==> config.mk <==
export PLATFORM = sky130hd
export DESIGN_NAME = fifo_axis_reader
export DESIGN_NICKNAME = d
export VERILOG_FILES = /design/src/rtl/fifo_axis_reader.sv
export SDC_FILE = /design/constraint.sdc
export NUM_CORES = 1
export LEC_CHECK = 0
export ABC_AREA = 1
export BUFFER_PORTS_ARGS = -buffer_cell sky130_fd_sc_hd__buf_2
export CORE_MARGIN = 2
export CORE_UTILIZATION = 35
export CTS_BUF_LIST = sky130_fd_sc_hd__clkbuf_8
export DETAILED_ROUTE_END_ITERATION = 8
export HOLD_SLACK_MARGIN = 0.06
export SYNTH_ARGS = -nofsm -noshare
export SYNTH_HDL_FRONTEND = slang
export SYNTH_SLANG_ARGS = --single-unit
==> constraint.sdc <==
create_clock -name i_clk -period 2.1 [get_ports i_clk]
set_clock_uncertainty 0.2 [all_clocks]
set_input_delay 0.105 -clock i_clk [delete_from_list [all_inputs] [get_ports i_clk]]
set_output_delay 0.105 -clock i_clk [all_outputs]
set_load 0.01 [all_outputs]
==> src/rtl/fifo_axis_reader.sv <==
// Drains a show-ahead FIFO into an AXI4-Stream video frame of LINE_PIXELS x FRAME_LINES beats,
// marking start-of-frame on tuser and end-of-line on tlast.
module fifo_axis_reader #(
  parameter int DATA_WIDTH  = 32,
  parameter int LINE_PIXELS = 640,
  parameter int FRAME_LINES = 480
) (
  input  logic                  i_clk,
  input  logic                  i_rstn,
  input  logic                  i_enable,
  input  logic [DATA_WIDTH-1:0] i_fifo_data,
  input  logic                  i_fifo_empty,
  output logic                  o_fifo_rd,
  output logic [DATA_WIDTH-1:0] o_tdata,
  output logic                  o_tvalid,
  input  logic                  i_tready,
  output logic                  o_tlast,
  output logic                  o_tuser,
  output logic                  o_frame_done,
  output logic                  o_busy
);

  localparam int X_W = (LINE_PIXELS > 1) ? $clog2(LINE_PIXELS) : 1;
  localparam int Y_W = (FRAME_LINES > 1) ? $clog2(FRAME_LINES) : 1;
  localparam logic [X_W-1:0] X_LAST = X_W'(LINE_PIXELS - 1);
  localparam logic [Y_W-1:0] Y_LAST = Y_W'(FRAME_LINES - 1);

  typedef enum logic [1:0] {
    S_IDLE,
    S_RUN,
    S_FLUSH
  } state_t;

  state_t                r_state;
  state_t                w_next;
  logic [X_W-1:0]        r_x;
  logic [Y_W-1:0]        r_y;
  logic [DATA_WIDTH-1:0] r_tdata;
  logic                  r_tvalid;
  logic                  r_tlast;
  logic                  r_tuser;
  logic                  r_frame_done;

  logic w_pop;
  logic w_accept;
  logic w_x_last;
  logic w_y_last;

  // The output register is refilled on the same edge it is drained, giving full throughput.
  assign w_accept = r_tvalid && i_tready;
  assign w_pop    = (r_state == S_RUN) && !i_fifo_empty && (!r_tvalid || i_tready);
  assign w_x_last = (r_x == X_LAST);
  assign w_y_last = (r_y == Y_LAST);

  // NOTE: every signal assigned in always_comb gets a default first, so no path infers a latch.
  always_comb begin
    w_next = r_state;
    unique case (r_state)
      S_IDLE:  if (i_enable) w_next = S_RUN;
      S_RUN:   if (w_pop && w_x_last && w_y_last) w_next = S_FLUSH;
      S_FLUSH: if (w_accept) w_next = S_IDLE;
      default: w_next = S_IDLE;
    endcase
  end

  // NOTE: sequential state uses non-blocking assignments so every register samples pre-edge values.
  always_ff @(posedge i_clk or negedge i_rstn) begin
    if (!i_rstn) r_state <= S_IDLE;
    else         r_state <= w_next;
  end

  always_ff @(posedge i_clk or negedge i_rstn) begin
    if (!i_rstn) begin
      r_x <= '0;
      r_y <= '0;
    end else if (r_state == S_IDLE && i_enable) begin
      r_x <= '0;
      r_y <= '0;
    end else if (w_pop) begin
      if (w_x_last) begin
        r_x <= '0;
        r_y <= w_y_last ? '0 : r_y + Y_W'(1);
      end else begin
        r_x <= r_x + X_W'(1);
      end
    end
  end

  // tdata/tlast/tuser only change on a pop, so a stalled beat holds by construction.
  always_ff @(posedge i_clk or negedge i_rstn) begin
    if (!i_rstn) begin
      r_tdata      <= '0;
      r_tvalid     <= 1'b0;
      r_tlast      <= 1'b0;
      r_tuser      <= 1'b0;
      r_frame_done <= 1'b0;
    end else begin
      r_frame_done <= (r_state == S_FLUSH) && w_accept;
      if (w_pop) begin
        r_tdata  <= i_fifo_data;
        r_tvalid <= 1'b1;
        r_tuser  <= (r_x == '0) && (r_y == '0);
        r_tlast  <= w_x_last;
      end else if (w_accept) begin
        r_tvalid <= 1'b0;
      end
    end
  end

  assign o_fifo_rd    = w_pop;
  assign o_tdata      = r_tdata;
  assign o_tvalid     = r_tvalid;
  assign o_tlast      = r_tlast;
  assign o_tuser      = r_tuser;
  assign o_frame_done = r_frame_done;
  assign o_busy       = (r_state != S_IDLE);

endmodule

* Word-level counts from Yosys, hierarchy flattened
Cells that the tools add are included.
Storage, ports and cells: bits in registers 57, logic and storage cells 50, input port bits 37
Operators by class: add/subtract/negate cells 2, eq/ne operators 7, reductions and logical operators 20, mux-type cells 13
Operators with widths (count):
- two-way mux 9 bit | 4
- two-way mux 10 bit | 3
- adder 10 x 1 -> 10 bit, second input constant | 1
- == test 10 bit, second input constant | 1
- logical NOT 10 bit | 1
- adder 9 x 1 -> 9 bit, second input constant | 1
- == test 9 bit, second input constant | 1
- logical NOT 9 bit | 1
- logical AND 1 bit | 8
- nonzero test 2 bit | 4
- two-way mux 2 bit | 3
- one-hot mux 2 bit (3 select lines) | 1
- inequality test 2 bit, second input constant | 2
- AND reduction 3 bit | 1
- == test 2 x 1 -> 1 bit, second input constant | 1
- == test 2 bit, second input constant | 1
- logical NOT 1 bit | 2
- logical NOT 2 bit | 1
- two-way mux 1 bit | 2
- inequality test 2 x 1 -> 1 bit, second input constant | 1
- AND reduction 2 bit | 1
- logical OR 1 bit | 1

* Depth between registers and ports, before layout
word-level depth 7, depth in mapped cells 9, mapped depth without buffers 9

* Least setup slack after synthesis
OpenSTA, ideal clock, no wires.
path kind register to register, start point register r_x[0], end point register r_x[9], period minus slack after synthesis 1.573 ns, arrival 1.302 ns, cell stages (with the launch flop) 10, path slack 0.527 ns, library setup time 0.071 ns, cell sequence dfrtp_1 -> ha_1 -> nand2_1 -> inv_1 -> nand2_2 -> nor2_4 -> a21boi_2 -> buf_6 -> nand2_1 -> nor2_1
Between the ends: longest elaborated chain between the ends 4
RTL lines:
- start: declaration | line 36 | logic [X_W-1:0] r_x;
- start signal: assignment | line 84 | r_x <= r_x + X_W'(1);
- adder 10 x 1 -> 10 bit or == test 10 bit (tied branches) | line 84, 52
- two-way mux 10 bit (*) | line 80 | if (w_x_last) begin
- two-way mux 10 bit (*) | line 79 | end else if (w_pop) begin
- two-way mux 10 bit (*) | line 76 | end else if (r_state == S_IDLE && i_enable) begin
Every way passes the cells marked *; elsewhere a longest branch is shown, timed or not. The select of a mux whose other input is x is not followed. A chain may end at the register's enable or synchronous reset.

* Worst setup path after layout
start point register r_state[1], end point output o_fifo_rd
Between the ends: longest elaborated chain between the ends 3
RTL lines:
- start: declaration | line 34 | state_t r_state;
- start signal: assignment | line 69 | else r_state <= w_next;
- == test 2 x 1 -> 1 bit | line 51 | assign w_pop = (r_state == S_RUN) && !i_fifo_empty && (!r_tvalid || i_tready);
- logical AND 1 bit (2 in a row) | line 51
- end: declaration | line 13 | output logic o_fifo_rd,
No other way between the ends.

==> summary.txt <==
LOGIC SYNTHESIS
-------------------------------------------------------------------------------------------------
Most repeated cell in the gate-level netlist after synthesis                         sky130_fd_sc_hd__nand2_1
Share of the synthesized area in the top cell type                                          53.6%
Post-synth EDFFs                                                                                0
Cell types with the largest area share after synthesis                               sky130_fd_sc_hd__dfrtp_1 54%, sky130_fd_sc_hd__nand2_1 21%, sky130_fd_sc_hd__inv_1 4.4%, sky130_fd_sc_hd__nand3_1 3.2%, sky130_fd_sc_hd__nor2_1 2.8%
Number of distinct library cell variants in the gate-level netlist after synthesis             24
Proportion of synthesized flip-flops having asynchronous set or reset                        100%
Nets in the synthesized netlist                                                               377
Number of flip-flops and latches in the synthesized netlist                                    57
Primary FF master, synth                                                             sky130_fd_sc_hd__dfrtp_1
Commonest cells in the synthesized netlist                                           148 x sky130_fd_sc_hd__nand2_1, 57 x sky130_fd_sc_hd__dfrtp_1, 31 x sky130_fd_sc_hd__inv_1
Count of warnings emitted by yosys                                                              0
Part of the Yosys area used for sequential elements                                         53.6%
Cell type with the highest aggregate area in the netlist                             sky130_fd_sc_hd__dfrtp_1
Synthesized area                                                                        2660 um^2
Number of instances in the synthesized netlist                                                336
Syn avg cell area                                                                       7.92 um^2

STA
-------------------------------------------------------------------------------------------------
Share of the cycle needed by the critical path after routing                                92.6%
Max Slew Vio Count                                                                              0
Hold WS                                                                                   82.5 ps
Final critical path time including I/O delays and setup                                   1950 ps
Max-Slew Margin vs Limit                                                                    70.8%
Endpoints failing hold                                                                          0
Final total negative setup slack                                                             0 ps
Max Clk Rate                                                                              514 MHz
Post-layout worst setup margin                                                             154 ps
Total of endpoints with negative setup slack in the final report                                0
Unrepaired setup endpoints after global routing                                             false
Transition at the pin with the smallest max-transition slack                               436 ps

GLOBAL ROUTE
-------------------------------------------------------------------------------------------------
Global-route wire length before repair                                                    11.9 mm
Number of antenna violations at the first check in global routing                               0
Global route overflow                                                                           0
Number of global-route vias before repair                                                   2,507
Largest net degree at the start of global routing                                              34
GRT Total Usage                                                                             18.4%

PLACED DESIGN
-------------------------------------------------------------------------------------------------
# port buffers                                                                                 74
Worst setup slack after placement                                                          395 ps
Detailed placer's ending HPWL                                                             4.58 mm
Last weighted congestion value of the routability-driven placer                             0.895
Post-Place Cell Area                                                                    3170 um^2

SETUP PATH
-------------------------------------------------------------------------------------------------
Worst setup path startpoint                                                            r_state[1]
Crit. path cell count                                                                           5
Worst-path maximum fanout                                                                      33
Max incr delay on CP                                                                       400 ps
Family with the most delay on the worst path                                         buffers and inverters
Reg-to-Reg Start                                                                           r_y[0]
Register-to-Register Setup Slack                                                           360 ps
Buf/Inv on CP                                                                                   3
Cells along the critical path                                                        nor2_2 > nand3_2 > inv_2 > buf_6 > buf_2
Crit path arrival time                                                                    1640 ps
Kind of start point of the critical path                                                 register
CP endpoint kind                                                                       output pin
Worst r2r path cells                                                                            7
CP Class                                                                               reg -> out
Library cell contributing the largest single delay on the critical path              sky130_fd_sc_hd__dfrtp_1
Worst path required time                                                                  1790 ps
Termination of the worst setup path                                                     o_fifo_rd
FF-to-FF End                                                                           r_state[0]

ROUTING
-------------------------------------------------------------------------------------------------
Post-Route M1 WL                                                                          3.16 mm
Detailed-route via count                                                                    2,506
Remaining number of nets flagged by the antenna check after routing                             0
Remaining routing DRC violations                                                                0
Wirelength per Cell                                                                       12.3 um
Uppermost layer routed                                                                       met4
Routed length on met2                                                                     3.27 mm
Iter 0 DRT Violations                                                                         112
Average vias per placed instance                                                             4.49
Total iterations of the first detailed-routing run                                              4
Total wirelength of the detailed-routed design                                            6.89 mm
Met3 Routed Length                                                                         346 um

FINAL LAYOUT
-------------------------------------------------------------------------------------------------
Number of fill cells                                                                          719
Net count reported at finish                                                                  495
Fraction of layout cells with a size suffix above 1                                         23.5%
Post-route cell area                                                                    3740 um^2
Signed area change from the synthesized netlist to the final layout                         40.5%
# diodes                                                                                        0
Footprint of the flip-flops and latches                                                 1430 um^2
Area of combinational cells with multiple inputs                                        1060 um^2

POWER AND IR DROP
-------------------------------------------------------------------------------------------------
Leakage power of the design                                                               2.06 nW
Worst vdd rail ir drop                                                                   0.511 mV
Final Power                                                                               3.27 mW
PD cells                                                                              875 nW/um^2

CTS
-------------------------------------------------------------------------------------------------
Clock transition at path regs                                                               70 ps
Buffers inserted during post-CTS setup optimization                                             0
Maximum buffer depth of the clock tree                                                          2
Clock Latency Late Sink                                                                    340 ps
Number of sinks on the clock net                                                               57
Total number of H-tree levels                                                                   3
Number of clock buffers inserted by TritonCTS                                                   9
Clock tree from TritonCTS                                                                   built
Clock root cell                                                                      sky130_fd_sc_hd__clkbuf_8

OUTCOME
-------------------------------------------------------------------------------------------------
Status                                                                               complete, no violations

FLOORPLAN
-------------------------------------------------------------------------------------------------
Die extent in y                                                                           91.2 um
Area of the core region                                                                 7290 um^2
Starting density of the core                                                                36.5%
Die Footprint                                                                           8320 um^2
Row count                                                                                      31
Chip width                                                                                91.2 um
Io pins                                                                                        75

HOLD PATH
-------------------------------------------------------------------------------------------------
Worst min path class                                                                  in -> async

FLOW RUN
-------------------------------------------------------------------------------------------------
Maximum capacitance violations                                                                  0

metal layers:
metal  global-route usage (%)  up-vias
met5                        0        -
met4                     7.95        0
met3                     5.06        7
met2                     29.3       69
met1                     23.4     1141
li1                         -     1289
cells in the final DEF (no fill, tap or decap), types with 3 or more instances in the layout:
cell                            Yosys  layout
sky130_fd_sc_hd__buf_4              0       5
sky130_fd_sc_hd__dlygate4sd3_1      0      36
sky130_fd_sc_hd__nand2_1          148     148
sky130_fd_sc_hd__a21oi_1            6       6
sky130_fd_sc_hd__nand3_1           17      17
sky130_fd_sc_hd__buf_2              9      74
sky130_fd_sc_hd__o21ai_0           11      11
sky130_fd_sc_hd__nand4_1            9       9
sky130_fd_sc_hd__ha_1               4       4
sky130_fd_sc_hd__clkbuf_8           0       9
sky130_fd_sc_hd__dfrtp_1           57      57
sky130_fd_sc_hd__nor3_1             6       6
sky130_fd_sc_hd__clkinv_2           0       3
sky130_fd_sc_hd__inv_1             31      32
sky130_fd_sc_hd__nor2_1            20      20
kinds of logic (layout without fill, tap and decap cells):
| group | after synthesis | in the layout | synth area share, % |
|---|---|---|---|
| AOI/OAI and AO/OA | 20 | 20 | 3.99 |
| DFF | 57 | 57 | 53.6 |
| adders and majority gates | 4 | 4 | 1.88 |
| and+or+nand+nor | 213 | 213 | 33.9 |
| buffers and inverters | 42 | 165 | 6.63 |
worst register-to-register path, delay by kind of cell (launching register included):
kind | cells | cell delay (ps)
AND/OR/NAND/NOR | 6 | 860
flip-flops | 1 | 390
adder cells (fa/ha/maj) | 1 | 180
power by group:
group	switching, mW	leakage (nW)	internal [mW]
Combinational	0.426	1.23	0.320
Clock	0.446	0.110	0.657
Sequential	0.132	0.727	1.29
metrics by stage:
stage	cells	util, %
6_report	558	51.3
5_1_grt	558	51.3
4_1_cts	558	51.2
3_5_place_dp	506	43.4
3_3_place_gp	506	43.4
2_1_floorplan	336	-
final cells by class:
| cell class | instances | share of cell area, % |
|---|---|---|
| sequential | 57 | 38.1 |
| clock buffer | 9 | 3.31 |
| tap | 99 | 3.31 |
| multi-input combinational | 237 | 28.3 |
| timing repair buffer | 117 | 21.4 |
| inverter | 32 | 3.21 |
| clock inverter | 7 | 2.31 |
registers in the layout (all words and copies together) (netlist names):
signal,flops
o_tdata,32
r_x,10
r_y,9
r_state,2
o_frame_done,1
o_tlast,1
o_tuser,1
o_tvalid,1
repair_timing:
action / CTS / global route
endpoints found under the setup margin: 0 / 1
endpoints found under the hold margin: 94 / 0
gates resized for setup: 0 / 1
hold buffers: 36 / 0
worst min-delay path by stage:
stage                 from  cells after the start           end
CTS                 i_rstn                      3        r_y[0]
finish              i_rstn                      3        r_y[0]
global placement    i_rstn                      1        r_x[0]
global route        i_rstn                      3        r_y[0]
floorplan           i_rstn                      0  o_frame_done
detailed placement  i_rstn                      1        r_x[1]
No activity file was read; power rests on OpenSTA's default activity.
